===== src/rtl/sd_spi_pkg.sv =====
// Shared types and constants for the SD-card SPI channel arbiter.
// Imported by the arbiter top level and by its byte shifter.
package sd_spi_pkg;

  typedef enum logic [1:0] {
    IDLE  = 2'd0,
    GAP   = 2'd1,
    OWN   = 2'd2,
    SHIFT = 2'd3
  } state_e;

  localparam int REQ_HOST           = 0;
  localparam int REQ_GUEST          = 1;
  localparam int DIV_W              = 8;
  localparam int DEFAULT_DIV_FAST   = 1;
  localparam int DEFAULT_DIV_SLOW   = 62;
  localparam int DEFAULT_GAP_CYCLES = 16;

  function automatic logic [1:0] req_onehot(input logic idx);
    return (idx == 1'(REQ_GUEST)) ? 2'b10 : 2'b01;
  endfunction

endpackage


===== src/rtl/sd_spi_shifter.sv =====
// SPI mode-0 byte engine, MSB first: drives SCK/MOSI, samples MISO on rising SCK.
// done is high in the cycle whose closing edge produces the eighth falling SCK edge.
module sd_spi_shifter
  import sd_spi_pkg::*;
(
  input  logic             clk,
  input  logic             rst_n,
  input  logic             start,
  input  logic [7:0]       tx_byte,
  input  logic [DIV_W-1:0] divider,
  input  logic             miso,
  output logic             sck,
  output logic             mosi,
  output logic             done,
  output logic [7:0]       rx_byte
);

  logic             busy_r;
  logic [DIV_W-1:0] div_r;
  logic [DIV_W-1:0] cnt_r;
  logic [2:0]       bit_cnt_r;
  logic [7:0]       tx_sh_r;
  logic [7:0]       rx_sh_r;

  assign done    = busy_r && (cnt_r == div_r) && sck && (bit_cnt_r == 3'd7);
  assign rx_byte = rx_sh_r;

  // Half-period timing, SCK toggling and the MOSI/MISO shift registers.
  always_ff @(posedge clk or negedge rst_n) begin
    if (!rst_n) begin
      busy_r    <= 1'b0;
      div_r     <= {DIV_W{1'b0}};
      cnt_r     <= {DIV_W{1'b0}};
      bit_cnt_r <= 3'd0;
      tx_sh_r   <= 8'hFF;
      rx_sh_r   <= 8'h00;
      sck       <= 1'b0;
      mosi      <= 1'b1;
    end else if (start) begin
      busy_r    <= 1'b1;
      div_r     <= divider;
      cnt_r     <= {DIV_W{1'b0}};
      bit_cnt_r <= 3'd0;
      tx_sh_r   <= {tx_byte[6:0], 1'b1};
      sck       <= 1'b0;
      mosi      <= tx_byte[7];
    end else if (busy_r) begin
      if (cnt_r == div_r) begin
        cnt_r <= {DIV_W{1'b0}};
        sck   <= ~sck;
        if (!sck) begin
          rx_sh_r <= {rx_sh_r[6:0], miso};
        end else if (bit_cnt_r == 3'd7) begin
          // Last falling edge: release the line to its idle-high level.
          busy_r <= 1'b0;
          mosi   <= 1'b1;
        end else begin
          mosi      <= tx_sh_r[7];
          tx_sh_r   <= {tx_sh_r[6:0], 1'b1};
          bit_cnt_r <= bit_cnt_r + 3'd1;
        end
      end else begin
        cnt_r <= cnt_r + DIV_W'(1);
      end
    end
  end

endmodule


===== src/rtl/sd_spi_arbiter.sv =====
// Round-robin owner of the shared SD SPI channel: grants one requester at a time,
// drives chip-select with a CS-high gap on owner change, and runs its byte transfers.
module sd_spi_arbiter
  import sd_spi_pkg::*;
#(
  parameter int DIV_FAST   = DEFAULT_DIV_FAST,
  parameter int DIV_SLOW   = DEFAULT_DIV_SLOW,
  parameter int GAP_CYCLES = DEFAULT_GAP_CYCLES
) (
  input  logic        CLOCK_50,
  input  logic        RESET_N,
  input  logic [1:0]  req,
  output logic [1:0]  gnt,
  input  logic [1:0]  slow,
  input  logic [1:0]  tx_valid,
  input  logic [15:0] tx_data,
  output logic [1:0]  tx_ready,
  output logic [1:0]  rx_valid,
  output logic [7:0]  rx_data,
  output logic        sd_cs_n,
  output logic        sd_sck,
  output logic        sd_mosi,
  input  logic        sd_miso
);

  localparam int GAP_W = $clog2(GAP_CYCLES) + 1;

  state_e           state_r;
  logic             owner_r;
  logic             last_r;
  logic             have_last_r;
  logic [GAP_W-1:0] gap_cnt_r;

  logic             winner_s;
  logic             start_s;
  logic [7:0]       tx_byte_s;
  logic [DIV_W-1:0] div_s;
  logic             done_s;
  logic [7:0]       rx_byte_s;

  // Winner selection, byte acceptance and the owner's byte/divider selection.
  always_comb begin
    winner_s = 1'b0;
    if (req == 2'b11) begin
      winner_s = ~last_r;
    end else if (req[1]) begin
      winner_s = 1'b1;
    end else begin
      winner_s = 1'b0;
    end
    start_s   = (state_r == OWN) && tx_valid[owner_r] && tx_ready[owner_r];
    tx_byte_s = tx_data[{owner_r, 3'b000} +: 8];
    if (slow[owner_r]) begin
      div_s = DIV_W'(DIV_SLOW);
    end else begin
      div_s = DIV_W'(DIV_FAST);
    end
  end

  sd_spi_shifter u_shifter (
    .clk     (CLOCK_50),
    .rst_n   (RESET_N),
    .start   (start_s),
    .tx_byte (tx_byte_s),
    .divider (div_s),
    .miso    (sd_miso),
    .sck     (sd_sck),
    .mosi    (sd_mosi),
    .done    (done_s),
    .rx_byte (rx_byte_s)
  );

  // Ownership FSM with registered grant, handshake and chip-select outputs.
  always_ff @(posedge CLOCK_50 or negedge RESET_N) begin
    if (!RESET_N) begin
      state_r     <= IDLE;
      owner_r     <= 1'b0;
      last_r      <= 1'b1;
      have_last_r <= 1'b0;
      gap_cnt_r   <= {GAP_W{1'b0}};
      gnt         <= 2'b00;
      tx_ready    <= 2'b00;
      rx_valid    <= 2'b00;
      rx_data     <= 8'h00;
      sd_cs_n     <= 1'b1;
    end else begin
      rx_valid <= 2'b00;
      case (state_r)
        IDLE: begin
          if (req != 2'b00) begin
            owner_r     <= winner_s;
            last_r      <= winner_s;
            have_last_r <= 1'b1;
            gnt         <= req_onehot(winner_s);
            // Same card session can resume without a CS-high gap.
            if (have_last_r && (winner_s == last_r)) begin
              state_r  <= OWN;
              sd_cs_n  <= 1'b0;
              tx_ready <= req_onehot(winner_s);
            end else begin
              state_r   <= GAP;
              gap_cnt_r <= {GAP_W{1'b0}};
            end
          end
        end
        GAP: begin
          if (gap_cnt_r == GAP_W'(GAP_CYCLES - 1)) begin
            state_r  <= OWN;
            sd_cs_n  <= 1'b0;
            tx_ready <= req_onehot(owner_r);
          end else begin
            gap_cnt_r <= gap_cnt_r + GAP_W'(1);
          end
        end
        OWN: begin
          if (start_s) begin
            state_r  <= SHIFT;
            tx_ready <= 2'b00;
          end else if (!req[owner_r]) begin
            state_r  <= IDLE;
            gnt      <= 2'b00;
            tx_ready <= 2'b00;
            sd_cs_n  <= 1'b1;
          end
        end
        SHIFT: begin
          if (done_s) begin
            state_r  <= OWN;
            rx_valid <= req_onehot(owner_r);
            rx_data  <= rx_byte_s;
            tx_ready <= req_onehot(owner_r);
          end
        end
        default: begin
          state_r  <= IDLE;
          gnt      <= 2'b00;
          tx_ready <= 2'b00;
          sd_cs_n  <= 1'b1;
        end
      endcase
    end
  end

endmodule


===== config.mk =====
export PLATFORM = sky130hd
export DESIGN_NAME = sd_spi_arbiter
export DESIGN_NICKNAME = d
export VERILOG_FILES = /design/src/rtl/sd_spi_pkg.sv /design/src/rtl/sd_spi_shifter.sv /design/src/rtl/sd_spi_arbiter.sv
export SDC_FILE = /design/constraint.sdc
export NUM_CORES = 1
export LEC_CHECK = 0
export BUFFER_PORTS_ARGS = -buffer_cell sky130_fd_sc_hd__buf_2
export CORE_ASPECT_RATIO = 0.8
export CORE_MARGIN = 2
export CORE_UTILIZATION = 61
export CTS_CLUSTER_SIZE = 28
export DETAILED_ROUTE_END_ITERATION = 10
export PLACE_DENSITY = 0.86
export SLEW_MARGIN = 20
export SYNTH_ARGS = -nofsm -noshare
export SYNTH_HDL_FRONTEND = slang
export SYNTH_SLANG_ARGS = --single-unit

===== constraint.sdc =====
create_clock -name CLOCK_50 -period 3.8 [get_ports CLOCK_50]
set_input_delay 0.19 -clock CLOCK_50 [delete_from_list [all_inputs] [get_ports CLOCK_50]]
set_output_delay 0.19 -clock CLOCK_50 [all_outputs]
set_load 0.02 [all_outputs]

==> flow_metrics.env <==
export IMPL_hold_violations=0
export IMPL_fin_skew_ns=0.0107
export IMPL_synth_area_top_cells="dfrtp_1 40%, dfstp_2 9.1%, mux2_2 6.7%"
export IMPL_cp_cell_sequence="ha_1, and3_1, ha_1, nor3b_1, o22a_1, o21ai_0, or4_1, nand3_1"
export IMPL_grt_pass1_wl_microns=9400
export IMPL_ys_flop_type="dfrtp_1"
export IMPL_synth_compound_area_share=0.125
export IMPL_syn_avg_cell_area_sq_um=11.0
export IMPL_synthAdderAreaFrac=0.0217
export IMPL_io_pins=42
export IMPL_finalCritPeriodShare=0.672
export IMPL_cp_data_arrival_time_ns=2.79
export IMPL_crit_path_start_kind="register"
export IMPL_place_area_sq_um=3120
export IMPL_synth_area_mux_share=0.155
export IMPL_final_area_sq_um=3220
export IMPL_syn_nets=292
export IMPL_cts_tree="yes"
export IMPL_die_height_microns=65.4
export IMPL_synth_top_family_by_area="simple AND/OR/NAND/NOR gates"
export IMPL_synth_largest_area_cell="dfrtp_1"
export IMPL_grt_usage=0.231
export IMPL_grt_max_degree=39
export IMPL_hold_path_class="input pin to register"
export IMPL_gp_congestion=0.828
export IMPL_yosysTopAreaCellShare=0.400
export IMPL_endpoint_kind="register"
export IMPL_drtPass1Iterations=4
export IMPL_wl_met3_microns=228
export IMPL_max_freq_mhz=392
export IMPL_synth_edf_count=0
export IMPL_clock_latency_ns=0.31
export IMPL_power_density_nw_per_um2=722
export IMPL_routed_top_layer="met4"
export IMPL_vias=2108
export IMPL_crit_slowest_cell="or4_1"
export IMPL_htreeDepth=2
export IMPL_cts_resized=0
export IMPL_clockBufferDepth=2
export IMPL_diodes=0
export IMPL_fill_cells=360
export IMPL_pre_cts_slack_ns=1.25
export IMPL_grt_overflow_total=0
export IMPL_hpwlAfterDp_microns=3980
export IMPL_hold_ws_ns=0.107
export IMPL_grt_pass1_vias=2033
export IMPL_multi_input_area_sq_um=1380
export IMPL_port_buffers=41
export IMPL_synth_simple_area_share=0.161
export IMPL_rsz0062_at_grt="false"
export IMPL_clock_sinks=56
export IMPL_dp_cells=355
export IMPL_ir_drop_mv=0.469
export IMPL_async_flop_share=1.00
export IMPL_status="complete, no violations"
export IMPL_wl_per_cell_microns=14.9
export IMPL_slowest_delay_ns=0.52
export IMPL_area_delta_synth_final_pct=12.0
export IMPL_finalSetupTns_ns=0
export IMPL_dr_wl_met2_microns=2510
export IMPL_clk_pin_slew_worst_paths_ns=0.10
export IMPL_crit_fanout=7
export IMPL_ys_ff_latch=56
export IMPL_drive_gt1_frac=0.316
export IMPL_setup_ws_ns=1.25
export IMPL_cap_violations=0
export IMPL_register_area_sq_um=1410
export IMPL_die_area_sq_um=5290
export IMPL_tightest_slew_ns=0.767
export IMPL_slew_viol_final=0
export IMPL_netlist_area_sq_um=2880
export IMPL_drtIter0Drc=227
export IMPL_viasPerCell=5.79
export IMPL_synthDistinctLibCells=55
export IMPL_die_w_microns=80.8
export IMPL_yosys_warnings=0
export IMPL_ant_nets=0
export IMPL_p_leak_nw=1.54
export IMPL_worstSetupPathType="register to register"
export IMPL_drt_total_wl_microns=5440
export IMPL_initial_core_util=0.630
export IMPL_relSlewSlack=0.489
export IMPL_drc=0
export IMPL_clockRootBuffer="clkbuf_8"
export IMPL_crit_required_ns=4.04
export IMPL_antenna_found_initial=0
export IMPL_finalCriticalPeriod_ns=2.55
export IMPL_synthXorXnorAreaFrac=0.0152
export IMPL_design_core_area_sq_um=4570
export IMPL_row_count=22
export IMPL_crit_path_frequent_cell="ha_1"
export IMPL_fin_nets=333
export IMPL_numCtsBuffers=5
export IMPL_met1_length_microns=2670
export IMPL_fin_cells=364
export IMPL_setup_viol=0
export IMPL_syn_inst=262
export IMPL_ys_seq_area_frac=0.491
==> cell type report <==
type	instances	share of cell area
Sequential cell	56	0.439
Clock inverter	2	0.00505
Timing Repair Buffer	45	0.0738
Multi-Input combinational cell	188	0.428
Clock buffer	6	0.0225
Tap cell	60	0.0233
Inverter	7	0.00816
==> metrics by stage <==
| step | util | power (W) |
|---|---|---|
| 2_1_floorplan | - | 0.00177 |
| 3_3_place_gp | 0.683 | 0.00196 |
| 3_5_place_dp | 0.683 | 0.00200 |
| 4_1_cts | 0.705 | 0.00233 |
| 5_1_grt | 0.705 | 0.00250 |
| 6_report | 0.705 | 0.00233 |
==> per-layer routing <==
layer  up-vias  GRT usage
met1      1026      0.348
li1       1025          -
met4         0     0.0487
met5         -          0
met3         7     0.0398
met2        50      0.353
==> final timing paths <==
kind | cells past startpoint | slack, ns | from | end
setup reg to reg | 8 | 1.25 | gap_cnt_r[0] | gap_cnt_r[3]
hold reg to reg | 2 | 0.50 | gap_cnt_r[4] | gap_cnt_r[4]
max in group asynchronous | 3 | 2.61 | RESET_N | u_shifter.tx_sh_r[7]
min in group asynchronous | 2 | 0.36 | RESET_N | rx_data[1]
hold / removal | 2 | 0.11 | sd_miso | u_shifter.rx_byte[0]
setup / recovery | 8 | 1.25 | gap_cnt_r[0] | gap_cnt_r[3]
==> registers in the layout (all words and copies together), names as in the netlist <==
name / cells
gap_cnt_r: 5
gnt: 2
have_last_r: 1
last_r: 1
owner_r: 1
rx_data: 8
rx_valid: 2
sd_cs_n: 1
state_r: 2
tx_ready: 2
u_shifter.bit_cnt_r: 3
u_shifter.busy_r: 1
u_shifter.cnt_r: 8
u_shifter.div_r: 2
u_shifter.mosi: 1
u_shifter.rx_byte: 8
u_shifter.sck: 1
u_shifter.tx_sh_r: 7
==> worst max-delay path: cells and delay by family, from the launching register on <==
kind | cells | cell delay, ns
DFF | 1 | 0.41
AOI/OAI and AO/OA | 2 | 0.44
adders and majority gates | 2 | 0.45
and+or+nand+nor | 4 | 1.19
==> Yosys cell counts, types with 5 or more instances <==
cell	count
a21oi_1	18
clkbuf_1	5
dfrtp_1	46
dfstp_2	10
ha_1	5
inv_1	7
mux2_2	17
mux2_4	8
mux2i_1	10
nand2_1	23
nand3_1	9
nor2_1	22
nor3_1	6
o21ai_0	10
==> layout by cell type, fill, tap and decap left out, types with 6 or more instances in the layout <==
| cell type | instances |
|---|---|
| a21oi_1 | 18 |
| buf_2 | 41 |
| dfrtp_1 | 46 |
| dfstp_2 | 10 |
| inv_1 | 7 |
| mux2_2 | 17 |
| mux2_4 | 8 |
| mux2i_1 | 10 |
| nand2_1 | 23 |
| nand3_1 | 9 |
| nor2_1 | 22 |
| nor3_1 | 6 |
| o21ai_0 | 10 |
==> report_power, final <==
group / internal [W] / leakage [nW] / total [W] / switching, W
Sequential: 0.000828 / 0.702 / 0.00108 / 0.000253
Clock: 0.000132 / 0.0414 / 0.000320 / 0.000189
Combinational: 0.000440 / 0.792 / 0.000925 / 0.000485
Total: 0.00140 / 1.54 / 0.00233 / 0.000928
==> what timing repair did <==
action | in CTS | in global routing
hold buffers | 1 | 0
endpoints found under the hold margin | 10 | 0
setup buffers | 0 | 0
==> cells by family after synthesis <==
group,Yosys count
buffers and inverters,18
multiplexers,38
XOR/XNOR,5
flip-flops,56
AO/OA/AOI/OAI,53
adder cells (fa/ha/maj),5
AND/OR/NAND/NOR,87
Power figures use the tool's default switching activity.
